**src/rtl/ifetch_queue_pkg.sv**
```systemverilog
// ifetch_queue_pkg: shared fetch/decode bus widths, reset PC and redirect-target priority
package ifetch_queue_pkg;
  localparam int D2F_BRC_WID = 34;
  localparam int F2D_WID = 65;
  localparam logic [31:0] RESET_PC_DEF = 32'h1c000000;
  typedef struct packed {
    logic        br_stall;
    logic        br_taken;
    logic [31:0] br_target;
  } d2f_brc_t;
  typedef struct packed {
    logic        adef;
    logic [31:0] inst;
    logic [31:0] pc;
  } f2d_t;
  function automatic logic [31:0] redirect_target(input logic wb_ex, input logic ertn_flush,
                                                  input logic [31:0] ex_entry, input logic [31:0] ertn_entry,
                                                  input logic [31:0] br_target);
    return wb_ex ? ex_entry : ertn_flush ? ertn_entry : br_target;
  endfunction
endpackage

```
**src/rtl/sync_fifo.sv**
```systemverilog
// sync_fifo: flushable circular FIFO with occupancy count; callers guarantee no overflow or underflow
module sync_fifo #(
  parameter int WIDTH = 32,
  parameter int DEPTH = 4,
  localparam int CW = $clog2(DEPTH + 1),
  localparam int AW = DEPTH > 1 ? $clog2(DEPTH) : 1
) (
  input  logic             clk,
  input  logic             reset,
  input  logic             push_i,
  input  logic             pop_i,
  input  logic             flush_i,
  input  logic [WIDTH-1:0] din_i,
  output logic [WIDTH-1:0] dout_o,
  output logic [CW-1:0]    count_o
);
  logic [WIDTH-1:0] mem_q [DEPTH];
  logic [AW-1:0] wr_q, wr_d, rd_q, rd_d;
  logic [CW-1:0] cnt_q, cnt_d;
  function automatic logic [AW-1:0] inc(input logic [AW-1:0] p);
    return p == AW'(DEPTH - 1) ? '0 : p + 1'b1;
  endfunction
  always_comb begin
    wr_d  = flush_i ? '0 : push_i ? inc(wr_q) : wr_q;
    rd_d  = flush_i ? '0 : pop_i ? inc(rd_q) : rd_q;
    cnt_d = flush_i ? '0 : cnt_q + CW'(push_i) - CW'(pop_i);
  end
  always_ff @(posedge clk) begin
    if (reset) begin
      wr_q  <= '0;
      rd_q  <= '0;
      cnt_q <= '0;
    end else begin
      wr_q  <= wr_d;
      rd_q  <= rd_d;
      cnt_q <= cnt_d;
    end
  end
  always_ff @(posedge clk) begin
    if (push_i && !flush_i) mem_q[wr_q] <= din_i;
  end
  assign dout_o  = mem_q[rd_q];
  assign count_o = cnt_q;
endmodule

```
**src/rtl/ifetch_queue.sv**
```systemverilog
// ifetch_queue: credit-based instruction fetch with in-order pc queue, cancel counter and instruction buffer
module ifetch_queue
  import ifetch_queue_pkg::*;
#(
  parameter int          OUTSTANDING = 2,
  parameter int          IBUF_DEPTH  = 4,
  parameter logic [31:0] RESET_PC    = RESET_PC_DEF
) (
  input  logic                   clk,
  input  logic                   reset,
  output logic                   inst_sram_req,
  output logic                   inst_sram_wr,
  output logic [1:0]             inst_sram_size,
  output logic [3:0]             inst_sram_wstrb,
  output logic [31:0]            inst_sram_addr,
  output logic [31:0]            inst_sram_wdata,
  input  logic                   inst_sram_addr_ok,
  input  logic                   inst_sram_data_ok,
  input  logic [31:0]            inst_sram_rdata,
  input  logic [D2F_BRC_WID-1:0] br_collect,
  input  logic                   wb_ex,
  input  logic                   ertn_flush,
  input  logic [31:0]            ex_entry,
  input  logic [31:0]            ertn_entry,
  input  logic                   ds_allowin,
  output logic                   fs_to_ds_valid,
  output logic [F2D_WID-1:0]     fs_to_ds_bus
);
  localparam int IW = $clog2(OUTSTANDING + 1);
  localparam int BW = $clog2(IBUF_DEPTH + 1);
  d2f_brc_t brc;
  f2d_t ibuf_din;
  logic redirect, misaligned, accept, ret, drop, adef_push, ibuf_push, ibuf_pop;
  logic halted_q, halted_d;
  logic [31:0] fetch_pc_q, fetch_pc_d, pcq_head;
  logic [IW-1:0] inflight, cancel_q, cancel_d;
  logic [BW-1:0] ibuf_count;
  assign brc        = br_collect;
  assign redirect   = wb_ex | ertn_flush | brc.br_taken;
  assign misaligned = |fetch_pc_q[1:0];
  // every issued request already owns a buffer slot, so the ibuf can never overflow
  assign inst_sram_req = ~reset & ~redirect & ~brc.br_stall & ~halted_q & ~misaligned
                       & (32'(inflight) < OUTSTANDING)
                       & (32'(inflight) + 32'(ibuf_count) < IBUF_DEPTH);
  assign accept    = inst_sram_req & inst_sram_addr_ok;
  assign ret       = inst_sram_data_ok & (inflight != '0);
  assign drop      = ret & ((cancel_q != '0) | redirect);
  assign adef_push = misaligned & ~halted_q & ~redirect & (inflight == '0) & (cancel_q == '0)
                   & (32'(ibuf_count) < IBUF_DEPTH);
  assign ibuf_push = (ret & ~drop) | adef_push;
  assign ibuf_pop  = fs_to_ds_valid & ds_allowin & ~redirect;
  assign ibuf_din  = adef_push ? {1'b1, 32'h0, fetch_pc_q} : {1'b0, inst_sram_rdata, pcq_head};
  always_comb begin
    fetch_pc_d = redirect ? redirect_target(wb_ex, ertn_flush, ex_entry, ertn_entry, brc.br_target)
               : accept ? fetch_pc_q + 32'd4 : fetch_pc_q;
    cancel_d   = redirect ? inflight - IW'(ret) : cancel_q - IW'(ret & (cancel_q != '0));
    halted_d   = ~redirect & (halted_q | adef_push);
  end
  always_ff @(posedge clk) begin
    if (reset) begin
      fetch_pc_q <= RESET_PC;
      cancel_q   <= '0;
      halted_q   <= 1'b0;
    end else begin
      fetch_pc_q <= fetch_pc_d;
      cancel_q   <= cancel_d;
      halted_q   <= halted_d;
    end
  end
  sync_fifo #(.WIDTH(32), .DEPTH(OUTSTANDING)) u_pcq (
    .clk(clk), .reset(reset), .push_i(accept), .pop_i(ret), .flush_i(1'b0),
    .din_i(fetch_pc_q), .dout_o(pcq_head), .count_o(inflight)
  );
  sync_fifo #(.WIDTH(F2D_WID), .DEPTH(IBUF_DEPTH)) u_ibuf (
    .clk(clk), .reset(reset), .push_i(ibuf_push), .pop_i(ibuf_pop), .flush_i(redirect),
    .din_i(ibuf_din), .dout_o(fs_to_ds_bus), .count_o(ibuf_count)
  );
  assign fs_to_ds_valid  = ibuf_count != '0;
  assign inst_sram_addr  = fetch_pc_q;
  assign inst_sram_wr    = 1'b0;
  assign inst_sram_size  = 2'b10;
  assign inst_sram_wstrb = 4'h0;
  assign inst_sram_wdata = 32'h0;
endmodule

```
**config.mk**
```make
export PLATFORM = sky130hd
export DESIGN_NAME = ifetch_queue
export DESIGN_NICKNAME = d
export VERILOG_FILES = /design/src/rtl/ifetch_queue_pkg.sv /design/src/rtl/sync_fifo.sv /design/src/rtl/ifetch_queue.sv
export SDC_FILE = /design/constraint.sdc
export NUM_CORES = 1
export LEC_CHECK = 0
export ABC_AREA = 1
export CORE_ASPECT_RATIO = 0.7
export CORE_MARGIN = 2
export CORE_UTILIZATION = 50
export CTS_BUF_LIST = sky130_fd_sc_hd__clkbuf_2
export DETAILED_ROUTE_END_ITERATION = 7
export GPL_TIMING_DRIVEN = 0
export PLACE_DENSITY = 0.76
export SLEW_MARGIN = 0
export SYNTH_ARGS = -nofsm -noshare
export SYNTH_HDL_FRONTEND = slang
export SYNTH_SLANG_ARGS = --single-unit
```
**constraint.sdc**
```tcl
create_clock -name clk -period 4.61 [get_ports clk]
set_input_delay 0.6915 -clock clk [delete_from_list [all_inputs] [get_ports clk]]
set_output_delay 0.6915 -clock clk [all_outputs]
set_load 0.01 [all_outputs]
```
==> qor.yml <==
status:
  status: "complete, but fails checks"
  failed_checks: "design-rule violations"
floorplanning:
  die_y_um: 156
  core_um2: 32500
  dieArea_um2: 34600
  io_pins: 275
  rows: 55
  start_util_pct: 51.0
  die_x_um: 222
min_path:
  hold_class: "primary input to flop"
logic_synthesis:
  synth_top_area_cell: "edfxtp_1"
  synth_area_um2: 16600
  synth_seq_area_share_pct: 64.6
  synth_top_area_share_pct: 58.7
  synthCells: 1612
  synth-seq-cells: 373
  ys_types: 39
  ys_warn_count: 0
  syn_area_per_cell_um2: 10.3
  yosys-top-cells-area: "edfxtp_1, o21ai_0, dfxtp_1"
layout:
  area_growth_pct: 24.9
  fin_util_pct: 63.7
  final-seq-area_um2: 10700
  num-fill-cells: 2694
  nets: 2131
  multi_input_area_um2: 4840
  n_antenna_cell: 0
  drive_gt1_share_pct: 11.8
  fin_cells: 2478
detailed_routing:
  first_pass_iters: 8
  routed_wl_mm: 46.2
  wl_per_cell_um: 18.7
  via_count: 13400
  drtIter0Drc: 1261
  remaining_drc_errors: 7
  avgViaCountPerCell: 5.40
  antenna_left: 0
sta:
  setup_viol: 0
  clock-skew-final_ns: 0.0755
  final.min_clock_period_ns: 4.28
  slew_headroom_pct: 51.4
  hold_viol_final: 0
  max_freq_mhz: 233
  rsz0062_at_grt: "false"
  drv_slew: 0
  period_share_pct: 92.9
  tightestPinTransition_ns: 0.729
global_route:
  grt_pass1_wl_mm: 70.5
  grt_pass1_vias: 12800
  antenna_found_initial: 0
  grt_overflow: 0
  grtUsageTotal_pct: 26.5
  grt_max_degree: 33
clocking:
  cts.reportedPaths.clkPinSlew_ns: 0.10
  cts_tree: "built"
  cts-root-buf: "clkbuf_2"
  cts_sinks: 373
  cts.repair.resized: 0
  clk_latency_ns: 0.93
  post_cts_buffers: 0
  numCtsBuffers: 86
  htreeDepth: 3
  clk_path_buf_depth: 3
  ctsHoldBuffers: 0
placed_design:
  gp_congestion: 0.953
  dp_hpwl_mm: 32.9
  placedCellCount: 2320
  portBuffers: 234
worst_setup_path:
  worstSetupEndpointType: "output pin"
  cp.arrival_ns: 3.59
  cp-start-kind: "flop"
  required_ns: 3.92
  cp_max_fo: 10
  worstSetupPathType: "flop to output pin"
power:
  leakage_nw: 7.74
  peakVddDrop_mv: 0.271
  p_per_area_nw_per_um2: 341
  p_total_mw: 7.07
flow_run:
  maxCapViolations: 0
Yosys cell counts (all sizes together):
cell	n
or2	1
a21oi	65
conb	2
nand3b	1
fa	1
o211ai	34
and2	1
xor2	3
nand2	219
nand3	49
a31oi	3
a211oi	1
nor2	262
buf	71
o22ai	66
nor3	2
dfxtp	49
edfxtp	324
o211a	1
nor3b	1
o21ai	247
xnor2	2
o21a	1
clkbuf	57
inv	137
ha	12
final cells by class:
| cell class | instances | share of cell area [%] |
|---|---|---|
| Inverter | 137 | 2.48 |
| Clock inverter | 27 | 1.03 |
| Sequential cell | 373 | 51.7 |
| Buffer | 128 | 3.35 |
| Multi-Input combinational cell | 1011 | 23.4 |
| Timing Repair Buffer | 244 | 12.3 |
| Clock buffer | 131 | 3.17 |
| Tap cell | 427 | 2.58 |
through the flow:
stage | setup TNS [ns] | setup WS, ns | cell area [um^2] | hold slack [ns]
6_report | 0 | 0.326 | 20700 | 0.158
5_1_grt | 0 | 0.139 | 20700 | 0.0692
3_5_place_dp | 0 | 1.07 | 19800 | 0.449
2_1_floorplan | 0 | 0.00393 | 16700 | 0.426
3_3_place_gp | -712.60 | -2.81 | 19600 | 0.437
4_1_cts | 0 | 0.306 | 20700 | 0.0657
where the power goes:
group | switching (mW) | internal (mW) | total [mW]
Sequential | 0.0793 | 3.82 | 3.90
Clock | 1.29 | 0.980 | 2.27
Combinational | 0.521 | 0.376 | 0.897
flip-flops by register name, indices dropped and copies added, names as in the netlist, named ones only:
name / cells
cancel_q: 2
u_pcq.wr_q: 1
u_pcq.rd_q: 1
u_pcq.mem_q: 64
u_ibuf.wr_q: 2
u_pcq.count_o: 2
u_ibuf.mem_q: 260
u_ibuf.rd_q: 2
u_ibuf.count_o: 3
halted_q: 1
inst_sram_addr: 32
routing by layer:
layer,GRT usage [%],part of all wire [%],routed length (um)
met5,0,0,0
met4,7.95,1.8,834
met3,6.61,9.3,4300
met2,39.4,44,20600
met1,38.5,44,20600
logic make-up (layout without fill, tap and decap cells):
logic type / after synthesis / count (layout) / synth area share, %
AOI/OAI and AO/OA: 418 / 418 / 13.8
xor gates and xnor gates: 5 / 5 / 0.264
DFF: 373 / 373 / 64.6
and+or+nand+nor: 536 / 536 / 12.9
other: 2 / 39 / 0.0453
buffers and inverters: 265 / 667 / 7.29
adders and majority gates: 13 / 13 / 1.03
final timing paths:
check             slack, ns         startpoint  cells past startpoint                  end
hold reg to reg        0.46           halted_q                      2             halted_q
setup reg to reg       1.89  inst_sram_addr[1]                      7  u_ibuf.mem_q[3][22]
setup / recovery       0.33               flop                      7     fs_to_ds_bus[61]
hold / removal         0.16         ertn_flush                      4    u_ibuf.count_o[1]
worst max-delay path: stages, from the launching register on:
cell             delay (ns)
dfxtp_1                0.42
buf_2                  0.26
inv_1                  0.17
buf_2                  0.30
clkbuf_1               0.47
o21ai_0                0.18
o22ai_1                0.25
clkdlybuf4s50_1        0.60
cell usage in the layout (no fill, tap or decap), types with 44 or more instances in the layout:
master,instances
nand3_1,47
nand2_1,217
nor2_1,251
edfxtp_1,324
buf_4,44
clkdlybuf4s50_1,234
o21ai_0,244
clkbuf_2,132
dfxtp_1,49
inv_1,133
o22ai_1,66
a21oi_1,60
clkbuf_1,56
Note: power is estimated with default switching activity, not from simulation.
